===== config.mk =====
export PLATFORM = sky130hd
export DESIGN_NAME = spi_slave
export DESIGN_NICKNAME = d
export VERILOG_FILES = /design/src/rtl/spi_slave_pkg.sv /design/src/rtl/spi_slave_sync.sv /design/src/rtl/spi_slave.sv
export SDC_FILE = /design/constraint.sdc
export NUM_CORES = 1
export LEC_CHECK = 0
export CAP_MARGIN = 5
export CORE_MARGIN = 3
export CORE_UTILIZATION = 47
export CTS_CLUSTER_DIAMETER = 40
export CTS_CLUSTER_SIZE = 30
export DETAILED_ROUTE_END_ITERATION = 10
export GPL_TIMING_DRIVEN = 0
export PLACE_DENSITY_LB_ADDON = 0.15
export SYNTH_ARGS = -nofsm -noshare
export SYNTH_HDL_FRONTEND = slang
export SYNTH_HIERARCHICAL = 1
export SYNTH_SLANG_ARGS = --single-unit

===== constraint.sdc =====
create_clock -name clk -period 2.65 [get_ports clk]
set_input_delay 0.53 -clock clk [delete_from_list [all_inputs] [get_ports clk]]
set_output_delay 0.53 -clock clk [all_outputs]
set_load 0.02 [all_outputs]

===== src/rtl/spi_slave_pkg.sv =====
// Shared definitions for the SPI slave: register byte offsets, STATUS/IE
// bit positions and the transfer FSM state encoding.
package spi_slave_pkg;

  localparam logic [15:0] ADDR_CTRL   = 16'h0000;
  localparam logic [15:0] ADDR_MODE   = 16'h0008;
  localparam logic [15:0] ADDR_STATUS = 16'h000C;
  localparam logic [15:0] ADDR_DATA   = 16'h0010;
  localparam logic [15:0] ADDR_IE     = 16'h0014;

  localparam int ST_RX_VALID    = 0;
  localparam int ST_TX_EMPTY    = 1;
  localparam int ST_RX_OVERRUN  = 2;
  localparam int ST_TX_UNDERRUN = 3;
  localparam int ST_BUSY        = 4;

  typedef enum logic {
    S_IDLE = 1'b0,
    S_XFER = 1'b1
  } state_t;

endpackage


===== src/rtl/spi_slave_sync.sv =====
// Synchroniser chain for one asynchronous SPI pin, followed by a history
// flop so rising/falling edges of the synchronised level can be flagged.
module spi_slave_sync #(
  parameter int SYNC_STAGES = 2
) (
  input  logic clk,
  input  logic rst,
  input  logic din,
  output logic level,
  output logic rise,
  output logic fall
);

  logic [SYNC_STAGES-1:0] sync_p;
  logic                   hist_p;

  // Shift the pin through the synchroniser and remember the previous sample
  always_ff @(posedge clk) begin
    if (rst) begin
      sync_p <= '0;
      hist_p <= 1'b0;
    end else begin
      sync_p <= {sync_p[SYNC_STAGES-2:0], din};
      hist_p <= sync_p[SYNC_STAGES-1];
    end
  end

  assign level = sync_p[SYNC_STAGES-1];
  assign rise  = level & ~hist_p;
  assign fall  = ~level & hist_p;

endmodule


===== src/rtl/spi_slave.sv =====
// Memory-mapped SPI slave: oversamples SCK/CS_N/MOSI in the clk domain and
// exchanges 8-bit MSB-first frames in any CPOL/CPHA mode.
module spi_slave
  import spi_slave_pkg::*;
#(
  parameter int SYNC_STAGES = 2
) (
  input  logic        clk,
  input  logic        rst,
  input  logic [15:0] rw_addr,
  input  logic        wr_en,
  input  logic [31:0] wr_data,
  input  logic [3:0]  wr_strb,
  input  logic        rd_en,
  output logic [31:0] rd_data,
  input  logic        spi_sck,
  input  logic        spi_cs_n,
  input  logic        spi_mosi,
  output logic        spi_miso,
  output logic        spi_miso_oe,
  output logic        irq
);

  state_t      state, state_nx;
  logic        en, cpha, cpol;
  logic [3:0]  ie;
  logic        rx_valid, rx_overrun, tx_underrun, tx_full;
  logic [7:0]  tx_reg, rx_reg, shift_tx;
  logic [6:0]  shift_rx;
  logic [2:0]  bit_cnt;
  logic        pend_udr;
  logic        start, stop;

  logic sck_lvl, sck_rise, sck_fall;
  logic cs_lvl, cs_rise, cs_fall;
  logic mosi_s, mosi_rise, mosi_fall;
  logic sync_unused;

  spi_slave_sync #(.SYNC_STAGES(SYNC_STAGES)) u_sync_sck (
    .clk(clk), .rst(rst), .din(spi_sck),
    .level(sck_lvl), .rise(sck_rise), .fall(sck_fall)
  );
  spi_slave_sync #(.SYNC_STAGES(SYNC_STAGES)) u_sync_cs (
    .clk(clk), .rst(rst), .din(spi_cs_n),
    .level(cs_lvl), .rise(cs_rise), .fall(cs_fall)
  );
  spi_slave_sync #(.SYNC_STAGES(SYNC_STAGES)) u_sync_mosi (
    .clk(clk), .rst(rst), .din(spi_mosi),
    .level(mosi_s), .rise(mosi_rise), .fall(mosi_fall)
  );

  assign sync_unused = ^{sck_lvl, cs_lvl, mosi_rise, mosi_fall, wr_data[31:8]};

  // Register bus decode
  logic wr_ok, wr_ctrl, wr_mode, wr_status, wr_dat, wr_ie, rd_dat;
  assign wr_ok     = wr_en && (wr_strb == 4'b1111);
  assign wr_ctrl   = wr_ok && (rw_addr == ADDR_CTRL);
  assign wr_mode   = wr_ok && (rw_addr == ADDR_MODE);
  assign wr_status = wr_ok && (rw_addr == ADDR_STATUS);
  assign wr_dat    = wr_ok && (rw_addr == ADDR_DATA);
  assign wr_ie     = wr_ok && (rw_addr == ADDR_IE);
  assign rd_dat    = rd_en && (rw_addr == ADDR_DATA);

  // SCK edge roles for the current mode; edges only count inside a frame
  logic lead, trail, xfer, sample_ev, shift_ev, byte_done;
  logic tx_load, load_empty, pend_set, udr_set;
  assign lead      = cpol ? sck_fall : sck_rise;
  assign trail     = cpol ? sck_rise : sck_fall;
  assign xfer      = (state == S_XFER) && !stop;
  assign sample_ev = xfer && (cpha ? trail : lead);
  assign shift_ev  = xfer && (cpha ? lead : trail);
  assign byte_done = sample_ev && (bit_cnt == 3'd7);

  // With CPHA=0 the next byte is loaded on the trailing edge after the last
  // bit, before the master has committed to another byte. An empty load there
  // is only reported as underrun once the next byte really starts clocking,
  // so a frame ending cleanly never flags a spurious underrun.
  assign tx_load    = (start && !cpha) || (shift_ev && (bit_cnt == 3'd0));
  assign load_empty = tx_load && !tx_full;
  assign pend_set   = load_empty && !cpha && !start;
  assign udr_set    = (load_empty && (cpha || start)) || (sample_ev && pend_udr);

  logic [3:0] status_lo;
  assign status_lo = {tx_underrun, rx_overrun, ~tx_full, rx_valid};

  // FSM state register
  always_ff @(posedge clk) begin
    if (rst) state <= S_IDLE;
    else     state <= state_nx;
  end

  // FSM next state: frame starts on CS falling while enabled, ends on CS
  // rising or when the block is disabled
  always_comb begin
    state_nx = state;
    start    = 1'b0;
    stop     = 1'b0;
    case (state)
      S_IDLE: if (cs_fall && en) begin
        state_nx = S_XFER;
        start    = 1'b1;
      end
      S_XFER: if (cs_rise || !en) begin
        state_nx = S_IDLE;
        stop     = 1'b1;
      end
      default: state_nx = S_IDLE;
    endcase
  end

  // Shift registers, bit counter and deferred-underrun flag
  always_ff @(posedge clk) begin
    if (rst) begin
      shift_tx <= 8'h00;
      shift_rx <= 7'h00;
      bit_cnt  <= 3'd0;
      pend_udr <= 1'b0;
    end else begin
      if (tx_load)       shift_tx <= tx_full ? tx_reg : 8'h00;
      else if (shift_ev) shift_tx <= {shift_tx[6:0], 1'b0};

      if (sample_ev) shift_rx <= {shift_rx[5:0], mosi_s};

      if ((state != S_XFER) || stop) bit_cnt <= 3'd0;
      else if (sample_ev)             bit_cnt <= bit_cnt + 3'd1;

      if ((state != S_XFER) || stop) pend_udr <= 1'b0;
      else if (pend_set)              pend_udr <= 1'b1;
      else if (sample_ev)             pend_udr <= 1'b0;
    end
  end

  // CPU-visible registers and flags; later assignments give sets priority
  always_ff @(posedge clk) begin
    if (rst) begin
      en          <= 1'b0;
      cpha        <= 1'b0;
      cpol        <= 1'b0;
      ie          <= 4'h0;
      tx_reg      <= 8'h00;
      tx_full     <= 1'b0;
      rx_reg      <= 8'h00;
      rx_valid    <= 1'b0;
      rx_overrun  <= 1'b0;
      tx_underrun <= 1'b0;
      irq         <= 1'b0;
    end else begin
      if (wr_ctrl) en <= wr_data[0];
      if (wr_mode && (state == S_IDLE)) begin
        cpha <= wr_data[0];
        cpol <= wr_data[1];
      end
      if (wr_ie) ie <= wr_data[3:0];

      if (tx_load) tx_full <= 1'b0;
      if (wr_dat) begin
        tx_reg  <= wr_data[7:0];
        tx_full <= 1'b1;
      end

      if (rd_dat) rx_valid <= 1'b0;
      if (byte_done) begin
        rx_reg   <= {shift_rx, mosi_s};
        rx_valid <= 1'b1;
      end

      if (wr_status && wr_data[ST_RX_OVERRUN])  rx_overrun  <= 1'b0;
      if (wr_status && wr_data[ST_TX_UNDERRUN]) tx_underrun <= 1'b0;
      if (byte_done && rx_valid && !rd_dat)     rx_overrun  <= 1'b1;
      if (udr_set)                              tx_underrun <= 1'b1;

      irq <= |(status_lo & ie);
    end
  end

  // Combinational read mux
  always_comb begin
    rd_data = 32'd0;
    if (rd_en) begin
      case (rw_addr)
        ADDR_CTRL:   rd_data = {31'd0, en};
        ADDR_MODE:   rd_data = {30'd0, cpol, cpha};
        ADDR_STATUS: rd_data = {27'd0, (state == S_XFER), status_lo};
        ADDR_DATA:   rd_data = {24'd0, rx_reg};
        ADDR_IE:     rd_data = {28'd0, ie};
        default:     rd_data = 32'd0;
      endcase
    end
  end

  assign spi_miso    = (state == S_XFER) ? shift_tx[7] : 1'b0;
  assign spi_miso_oe = (state == S_XFER);

endmodule


==> results.toml <==
[setup_path]
worstPathArrival_ps = 2160
path_max_fanout = 4
worst_r2r_path_depth = 5
worst-path-buf-inv = 4
cp_slowest_cell = "or4_4"
cpLargestDelayFamily = "simple AND/OR/NAND/NOR gates"
critPathRequiredTime_ps = 2120
crit_type = "input port to output pin"
slowest_delay_ps = 560
cp-start-kind = "input port"
crit_top_cell = "buf_6"
cp.depth = 8
cp_cell_sequence = "buf_6 > or4_4 > buf_6 > nor3_4 > nand4_4 > buf_6 > a21oi_2 > buf_4"
cp-end-kind = "output pin"

[synth]
synthCells = 346
netlist_area_um2 = 2970
avgSynthCellArea_um2 = 8.57
ys.warnings.count = 6

[power]
peakVddDrop_mv = 0.567
fin_total_pwr_mw = 1.67
power_per_cell_area_nw_per_um2 = 422
leakage_nw = 1.56

[finish]
final_nets = 503
drive_gt1_share_pct = 23.8
area_delta_synth_final_pct = 33.5
instances_no_fill = 516
diodes = 0
final_core_util_pct = 65.7

[clocking]
cts_tree = "done"
clockBufferDepth = 2
htreeDepth = 2
clock-sinks = 56
cts_hold_buf = 0
cts_root_buf = "clkbuf_8"
clk_pin_slew_worst_paths_ps = 90
cts_buffers = 5
clock_latency_ps = 310

[global_routing]
grt_pass1_wl_um = 13100
grt_max_degree = 17
grt_pass1_vias = 2721
grt_usage_pct = 22.2
met3_usage_pct = 6.02
top_usage_layer = "met2"
grt.met2_usage_pct = 36.5
grt_util_met1_pct = 29.2
antenna_found_initial = 0
gr-total-overflow = 0

[place]
gp_congestion = 0.822
dp_slack_ps = -1040
hpwlAfterDp_um = 5480
dpl.cell_count = 487
io_buffer_count = 43

[drt]
drtPass1Iterations = 5
postRouteAntennaNets = 0
drc = 0
vias = 2876
avgRoutedWirePerCell_um = 15.4
drt_iter0_drc = 139
drt_wl_total_um = 7950
vias_per_cell = 5.57

[timing]
fmax_mhz = 372
fin_ws_ps = -41.1
fin_crit_sh_pct = 102
post-route-min-period_ps = 2690
tightest_slew_ps = 757
clock_skew_ps = 13.2
timing.setup.tns_ps = -68.9
drv_slew = 0
slew_headroom_pct = 49.4
rsz0062_at_grt = "true"
final_hold_viol_count = 0
setup_viol = 3

[worst_hold_path]
holdPathStages = 1
hp-class = "register to register"

[die]
die_w_um = 85.4
io_pins = 94
design.die.area_um2 = 7300
rows = 28
die_y_um = 85.4
start_util_pct = 49.2
core-area_um2 = 6030

[outcome]
outcome = "finished with violations"
violations = "setup timing"

[flow_run]
maxCapViolations = 0
## timing repair
action | 4_1_cts | 5_1_grt
hold endpoints to repair | 0 | 0
buffers inserted | 21 | 5
pin swaps | 15 | 9
gates resized for setup | 89 | 14
setup endpoints to repair | 8 | 6
## per-layer routing
layer  up-vias  wire [um]  part of all wire, %
met5         -          0                    0
met2       108       3940                   50
met4         0        102                  1.3
met1      1365       3360                   42
li1       1391          -                    -
met3        12        546                  6.9
## layout by cell type, fill, tap and decap left out, types with 12 or more instances in the layout
cell             count
and2_1              12
clkdlybuf4s50_1     21
dfxtp_1             56
mux2i_1             13
buf_4               49
a21oi_1             35
nand3_1             26
nor2b_1             13
nand2_1             26
nor2_1              13
o21ai_0             16
conb_1              24
## worst reg2reg max path, stage by stage (launching register included)
cell and delay, ps:
dfxtp_1 330, nor2b_1 230, nor4bb_1 550, nor2_1 340, mux2i_1 180, a221oi_1 340
## final timing paths
| kind | start | end | slack [ps] |
|---|---|---|---|
| setup / recovery | rw_addr[13] | rd_data[3] | -40 |
| hold reg to reg | u_sync_sck/sync_p[0] | u_sync_sck/sync_p[1] | 450 |
| hold / removal | u_sync_sck/sync_p[0] | u_sync_sck/sync_p[1] | 450 |
| setup reg to reg | u_sync_cs/hist_p | shift_tx[5] | 590 |
## where the power goes
part	leakage, nW	total (mW)	switching, mW	internal (mW)
Sequential	0.452	0.848	0.00170	0.846
Combinational	1.04	0.180	0.0952	0.0849
Clock	0.0642	0.643	0.271	0.372
Total	1.56	1.67	0.368	1.30
## through the flow
stage / hold slack [ps] / area [um^2]
2_1_floorplan: 414 / 3060
4_1_cts: 445 / 3920
5_1_grt: 472 / 3960
3_5_place_dp: 423 / 3590
6_report: 446 / 3960
3_3_place_gp: 418 / 3590
## layout make-up
class / instances / area [um^2]
sequential: 56 / 1120
tap: 75 / 93.8
buffer: 40 / 246
multi-input combinational: 262 / 1750
clock buffer: 5 / 68.8
inverter: 8 / 30.0
timing repair buffer: 68 / 586
fill: 546 / 2070
clock inverter: 2 / 60.1
Note: power is estimated with default switching activity, not from simulation.
